### src/rtl/ika9958_cpu_regwr.sv
// ika9958_cpu_regwr
// -----------------
// CPU-side writer for the VDP register file. Turns Z80 port writes into
// single-cycle strobes for the register file, the palette and the VRAM
// address counter.
//   port #1 : two-byte direct register write / VRAM address setup
//   port #2 : two-byte palette write (entry taken from shadow R#16)
//   port #3 : indirect register write through shadow R#17
//   port #0 : ignored here
//
// Ports
//   i_EMUCLK    master clock
//   i_RST_n     synchronous active-low reset
//   i_WR, i_RD  one-cycle CPU write / read strobes
//   i_PORT      port select 0..3
//   i_DIN       CPU write data
//   o_REG_WE    register write strobe, with o_REG_ADDR / o_REG_DATA
//   o_PAL_WE    palette write strobe, with o_PAL_IDX / o_PAL_DATA {R,G,B}
//   o_VADDR_LD  VRAM address load strobe, with o_VADDR / o_VADDR_WR
//   o_PORT1_PH  port #1 second byte pending
//
// Parameter MAXREG: highest writable register number.
// Build option IKA9958_V9938_COMPAT_EN: V9938 register map (R#25..R#27 are
// not writable, highest register capped at 46).

module ika9958_cpu_regwr #(
    parameter int MAXREG = 46
) (
    input  logic        i_EMUCLK,
    input  logic        i_RST_n,
    input  logic        i_WR,
    input  logic        i_RD,
    input  logic [1:0]  i_PORT,
    input  logic [7:0]  i_DIN,
    output logic        o_REG_WE,
    output logic [5:0]  o_REG_ADDR,
    output logic [7:0]  o_REG_DATA,
    output logic        o_PAL_WE,
    output logic [3:0]  o_PAL_IDX,
    output logic [8:0]  o_PAL_DATA,
    output logic        o_VADDR_LD,
    output logic [13:0] o_VADDR,
    output logic        o_VADDR_WR,
    output logic        o_PORT1_PH
);

`ifdef IKA9958_V9938_COMPAT_EN
    localparam int EFF_MAX = (MAXREG < 46) ? MAXREG : 46;
`else
    localparam int EFF_MAX = (MAXREG > 63) ? 63 : MAXREG;
`endif
    localparam logic [6:0] EFF_MAX7 = 7'(EFF_MAX);

    typedef enum logic { P1_IDLE, P1_HAVE1 } p1_state_t;
    typedef enum logic { P2_IDLE, P2_HAVE1 } p2_state_t;

    p1_state_t p1_q, p1_n;
    p2_state_t p2_q, p2_n;

    logic [7:0]  lat1_q, lat1_n;
    logic [2:0]  pal_r_q, pal_r_n;
    logic [2:0]  pal_b_q, pal_b_n;
    logic [7:0]  r16_q, r16_n;
    logic [7:0]  r17_q, r17_n;

    logic        reg_we_n;
    logic [5:0]  reg_addr_n;
    logic [7:0]  reg_data_n;
    logic        pal_we_n;
    logic [3:0]  pal_idx_n;
    logic [8:0]  pal_data_n;
    logic        vaddr_ld_n;
    logic [13:0] vaddr_n;
    logic        vaddr_wr_n;

    // Register number filter shared by port #1 and port #3 writes.
    function automatic logic reg_ok(input logic [5:0] a);
        logic ok;
        ok = ({1'b0, a} <= EFF_MAX7) && (a != 6'd24);
`ifdef IKA9958_V9938_COMPAT_EN
        if (a >= 6'd25 && a <= 6'd27) ok = 1'b0;
`endif
        return ok;
    endfunction

    always_comb begin
        logic       wreq;
        logic [5:0] wa;
        logic [7:0] wd;

        p1_n       = p1_q;
        p2_n       = p2_q;
        lat1_n     = lat1_q;
        pal_r_n    = pal_r_q;
        pal_b_n    = pal_b_q;
        r16_n      = r16_q;
        r17_n      = r17_q;
        reg_we_n   = 1'b0;
        reg_addr_n = o_REG_ADDR;
        reg_data_n = o_REG_DATA;
        pal_we_n   = 1'b0;
        pal_idx_n  = o_PAL_IDX;
        pal_data_n = o_PAL_DATA;
        vaddr_ld_n = 1'b0;
        vaddr_n    = o_VADDR;
        vaddr_wr_n = o_VADDR_WR;
        wreq       = 1'b0;
        wa         = 6'd0;
        wd         = 8'd0;

        if (i_WR) begin
            case (i_PORT)
                2'd1: begin
                    if (p1_q == P1_IDLE) begin
                        lat1_n = i_DIN;
                        p1_n   = P1_HAVE1;
                    end else begin
                        p1_n = P1_IDLE;
                        if (i_DIN[7]) begin
                            wreq = 1'b1;
                            wa   = i_DIN[5:0];
                            wd   = lat1_q;
                        end else begin
                            vaddr_ld_n = 1'b1;
                            vaddr_n    = {i_DIN[5:0], lat1_q};
                            vaddr_wr_n = i_DIN[6];
                        end
                    end
                end
                2'd2: begin
                    if (p2_q == P2_IDLE) begin
                        pal_r_n = i_DIN[6:4];
                        pal_b_n = i_DIN[2:0];
                        p2_n    = P2_HAVE1;
                    end else begin
                        pal_we_n    = 1'b1;
                        pal_idx_n   = r16_q[3:0];
                        pal_data_n  = {pal_r_q, i_DIN[2:0], pal_b_q};
                        // Palette pointer auto-increment; not a register write.
                        r16_n[3:0]  = r16_q[3:0] + 4'd1;
                        p2_n        = P2_IDLE;
                    end
                end
                2'd3: begin
                    wa   = r17_q[5:0];
                    wd   = i_DIN;
                    // R#17 cannot rewrite itself indirectly.
                    wreq = (r17_q[5:0] != 6'd17);
                    // Pointer advances whether or not the write is accepted.
                    if (!r17_q[7]) r17_n[5:0] = r17_q[5:0] + 6'd1;
                end
                default: ;
            endcase
        end else if (i_RD && i_PORT == 2'd1) begin
            // Status read resynchronises the two-byte sequence.
            p1_n = P1_IDLE;
        end

        if (wreq && reg_ok(wa)) begin
            reg_we_n   = 1'b1;
            reg_addr_n = wa;
            reg_data_n = wd;
            if (wa == 6'd16) begin
                r16_n = wd;
                p2_n  = P2_IDLE;
            end
            if (wa == 6'd17) r17_n = wd;
        end
    end

    always_ff @(posedge i_EMUCLK) begin
        if (!i_RST_n) begin
            p1_q       <= P1_IDLE;
            p2_q       <= P2_IDLE;
            lat1_q     <= 8'd0;
            pal_r_q    <= 3'd0;
            pal_b_q    <= 3'd0;
            r16_q      <= 8'd0;
            r17_q      <= 8'd0;
            o_REG_WE   <= 1'b0;
            o_REG_ADDR <= 6'd0;
            o_REG_DATA <= 8'd0;
            o_PAL_WE   <= 1'b0;
            o_PAL_IDX  <= 4'd0;
            o_PAL_DATA <= 9'd0;
            o_VADDR_LD <= 1'b0;
            o_VADDR    <= 14'd0;
            o_VADDR_WR <= 1'b0;
        end else begin
            p1_q       <= p1_n;
            p2_q       <= p2_n;
            lat1_q     <= lat1_n;
            pal_r_q    <= pal_r_n;
            pal_b_q    <= pal_b_n;
            r16_q      <= r16_n;
            r17_q      <= r17_n;
            o_REG_WE   <= reg_we_n;
            o_REG_ADDR <= reg_addr_n;
            o_REG_DATA <= reg_data_n;
            o_PAL_WE   <= pal_we_n;
            o_PAL_IDX  <= pal_idx_n;
            o_PAL_DATA <= pal_data_n;
            o_VADDR_LD <= vaddr_ld_n;
            o_VADDR    <= vaddr_n;
            o_VADDR_WR <= vaddr_wr_n;
        end
    end

    assign o_PORT1_PH = (p1_q == P1_HAVE1);

endmodule

### config.mk
export PLATFORM = sky130hd
export DESIGN_NAME = ika9958_cpu_regwr
export DESIGN_NICKNAME = d
export VERILOG_FILES = /design/src/rtl/ika9958_cpu_regwr.sv
export SDC_FILE = /design/constraint.sdc
export NUM_CORES = 1
export LEC_CHECK = 0
export BUFFER_PORTS_ARGS = -buffer_cell sky130_fd_sc_hd__buf_4
export CAP_MARGIN = 10
export CORE_MARGIN = 2
export CORE_UTILIZATION = 30
export DETAILED_ROUTE_END_ITERATION = 6
export SLEW_MARGIN = 30
export SYNTH_ARGS = -nofsm -noshare
export SYNTH_HDL_FRONTEND = slang
export SYNTH_SLANG_ARGS = --single-unit
### constraint.sdc
create_clock -name i_EMUCLK -period 1.93 [get_ports i_EMUCLK]
set_clock_uncertainty 0.05 [all_clocks]
set_input_delay 0.2895 -clock i_EMUCLK [delete_from_list [all_inputs] [get_ports i_EMUCLK]]
set_output_delay 0.2895 -clock i_EMUCLK [all_outputs]
set_load 0.05 [all_outputs]
==> results.cfg <==
[placement]
gp_congestion = 0.886
place_area_mm2 = 0.00386
dpl.hpwl_um = 5830
port_buffers = 59

[synthesis]
synth_edf_count = 0
synth_cell_type_count = 55
post-synth-top-count-cell = nand2_1
synth-seq-cells = 72
yosys-top-cells-area = dfxtp_1 44%, mux2i_1 14%, nand2_1 9.8%
yosysSeqAreaShare = 0.444
synth_area_leader_cell = dfxtp_1
syn_avg_cell_area_um2 = 9.18
syn_inst = 354
synth_warnings = 0
syn_nets = 371
synth_flop_cell = dfxtp_1
yosys-top-cells-count = 85 x nand2_1, 72 x dfxtp_1, 44 x mux2i_1
synth_top_area_frac = 0.444
synthArstFlopShare = 0
synth_area_mm2 = 0.00325

[cts]
cts.sinks = 72
cts_max_level = 3
clockBufferDepth = 2
tritoncts = done
clkTransAtPathRegs_ns = 0.07
clk_latency_ns = 0.34
cts_root_buffer = clkbuf_8
cts_buffers = 9
postCtsHoldBufs = 0

[setup_path]
path_max_fanout = 6
cp.required_ns = 2.15
r2r.worst_path.cells = 8
r2r-end = o_REG_DATA[0]$_SDFFE_PN0P_
worst_ep_arrival_time_ns = 2.07
r2r_slack_ns = 0.08
criticalPathCategory = register to register
crit_path_start_kind = register
r2r-start = r17_q[1]$_SDFF_PN0_
worst_setup_path_end_kind = register

[min_path]
hold_depth = 3
hold_end = lat1_q[6]$_SDFFE_PN0P_
holdCritStartpoint = i_DIN[6]
min_path_type = input pin to register

[final_layout]
fin_nets = 435
drive_gt1_frac = 0.272
area_growth_pct = 27.1
utilization = 0.397
fin_area_mm2 = 0.00413
diodes = 0

[sta]
slew_headroom = 0.602
finalHoldViolCount = 0
setup_viol = 0
period_minus_slack_ns = 1.85
finalCritPeriodShare = 0.958
worst_slew_pin_slew_ns = 0.594
tns_ns = 0
drv_slew = 0
fmax_mhz = 541

[route]
routed_wl_um = 8150
dr.pass1.iters = 4
wl_per_cell_um = 14.6
ant_nets = 0
viasPerCell = 4.79
via_count = 2678
drtIter0Drc = 97
drc_errors = 0

[floorplan]
die-width_um = 108
fp-row-count = 37
core-area_mm2 = 0.0104
dieArea_mm2 = 0.0117
fp.dieH_um = 108
io_pins = 60
start_util = 0.312

[global_route]
grt_pass1_wl_um = 13000
grt_usage = 0.142
grt-ovfl-total = 0
grt_pass1_vias = 2606
grt_max_degree = 47
antenna_found_initial = 0

[pwr]
leakage_uw = 0.00176
powerDensity_mw_per_mm2 = 716
p_total_uw = 2960
ir_drop_uv = 377

[job]
cap_viol_max_count = 0

[status]
outcome = finished, final reports clean
==> through the flow <==
| stage | setup WS [ns] | std cells | hold WS, ns |
|---|---|---|---|
| floorplan | 0.00252 | 354 | 0.375 |
| global placement | -0.100 | 540 | 0.395 |
| detailed placement | -0.167 | 540 | 0.401 |
| CTS | 0.0783 | 558 | 0.168 |
| global route | -0.0176 | 559 | 0.179 |
| finish | 0.0806 | 559 | 0.180 |
==> critical path: stages, from the launching register on <==
cell and delay [ns]:
dfxtp_2 0.36, inv_1 0.06, ha_1 0.13, nor4bb_4 0.29, nand3b_1 0.18, o211a_4 0.22, o211ai_4 0.12, clkbuf_16 0.21
mux2i_1 0.17
==> sequential cells by signal (all words and copies together), names as in the netlist <==
register    cells
o_PAL_IDX       4
r17_q           7
lat1_q          8
o_REG_ADDR      6
o_PORT1_PH      1
pal_r_q         3
o_REG_WE        1
o_VADDR_WR      1
o_PAL_DATA      9
pal_b_q         3
r16_q           4
o_REG_DATA      8
o_PAL_WE        1
o_VADDR        14
p2_q            1
o_VADDR_LD      1
==> worst max-delay path by stage <==
stage	startpoint	end	slack (ns)	cells after the start
finish	r17_q[1]$_SDFF_PN0_	o_REG_DATA[0]$_SDFFE_PN0P_	0.08	8
global route	r17_q[1]$_SDFF_PN0_	o_REG_DATA[6]$_SDFFE_PN0P_	-0.02	8
CTS	r17_q[1]$_SDFF_PN0_	o_REG_DATA[2]$_SDFFE_PN0P_	0.08	8
detailed placement	i_PORT[1]	o_REG_DATA[2]$_SDFFE_PN0P_	-0.17	6
global placement	i_PORT[1]	o_REG_DATA[0]$_SDFFE_PN0P_	-0.10	6
floorplan	o_PORT1_PH$_SDFFE_PN0P_	o_REG_ADDR[0]$_SDFFE_PN0P_	0.003	7
==> per-layer routing <==
metal | track usage | vias to the layer above | share of wire
li1 | - | 1330 | -
met1 | 0.189 | 1273 | 0.47
met2 | 0.221 | 69 | 0.46
met3 | 0.0458 | 6 | 0.059
met4 | 0.0403 | 0 | 0.0087
met5 | 0 | - | 0
==> power by group <==
group	internal, uW	switching (uW)	leakage (uW)
Combinational	94.9	147	0.00107
Sequential	1510	17.0	0.000582
Clock	665	529	0.000103
Total	2270	693	0.00176
==> cells in the final DEF (no fill, tap or decap), drive strengths merged, types with 2 or more instances in the layout <==
cell and n:
and2b 2, nand4b 5, nand2 86, clkbuf 14, a22o 6, xnor2 8
dfxtp 72, inv 3, a21oi 24, clkinv 2, a211oi 2, mux2i 44
nor2 27, nand4 6, nand3b 2, and3 3, o211a 2, ha 3
and2 8, o211ai 2, o21ai 5, and4b 4, nand3 5, buf 75
nand2b 2
==> what timing repair did <==
action,4_1_cts,5_1_grt
pin swaps,1,1
setup endpoints to repair,13,13
resized for setup,0,4
cloned,0,1
setup buffers,2,0
==> kinds of logic (layout without fill, tap and decap cells) <==
group,Yosys count,in the layout,share of synthesized area
and+or+nand+nor,153,153,0.238
adders and majority gates,3,3,0.0116
buffers and inverters,26,95,0.0427
DFF,72,72,0.444
xor gates and xnor gates,9,9,0.0243
AOI/OAI and AO/OA,47,47,0.104
muxes,44,44,0.136
==> cell type report <==
| type | count | area, um2 |
|---|---|---|
| Fill cell | 1039 | 6280 |
| Multi-Input combinational cell | 256 | 1690 |
| Sequential cell | 72 | 1440 |
| Timing Repair Buffer | 76 | 613 |
| Tap cell | 136 | 170 |
| Clock buffer | 13 | 159 |
| Clock inverter | 3 | 40.0 |
| Inverter | 3 | 11.3 |
Note: power is estimated with default switching activity, not from simulation.
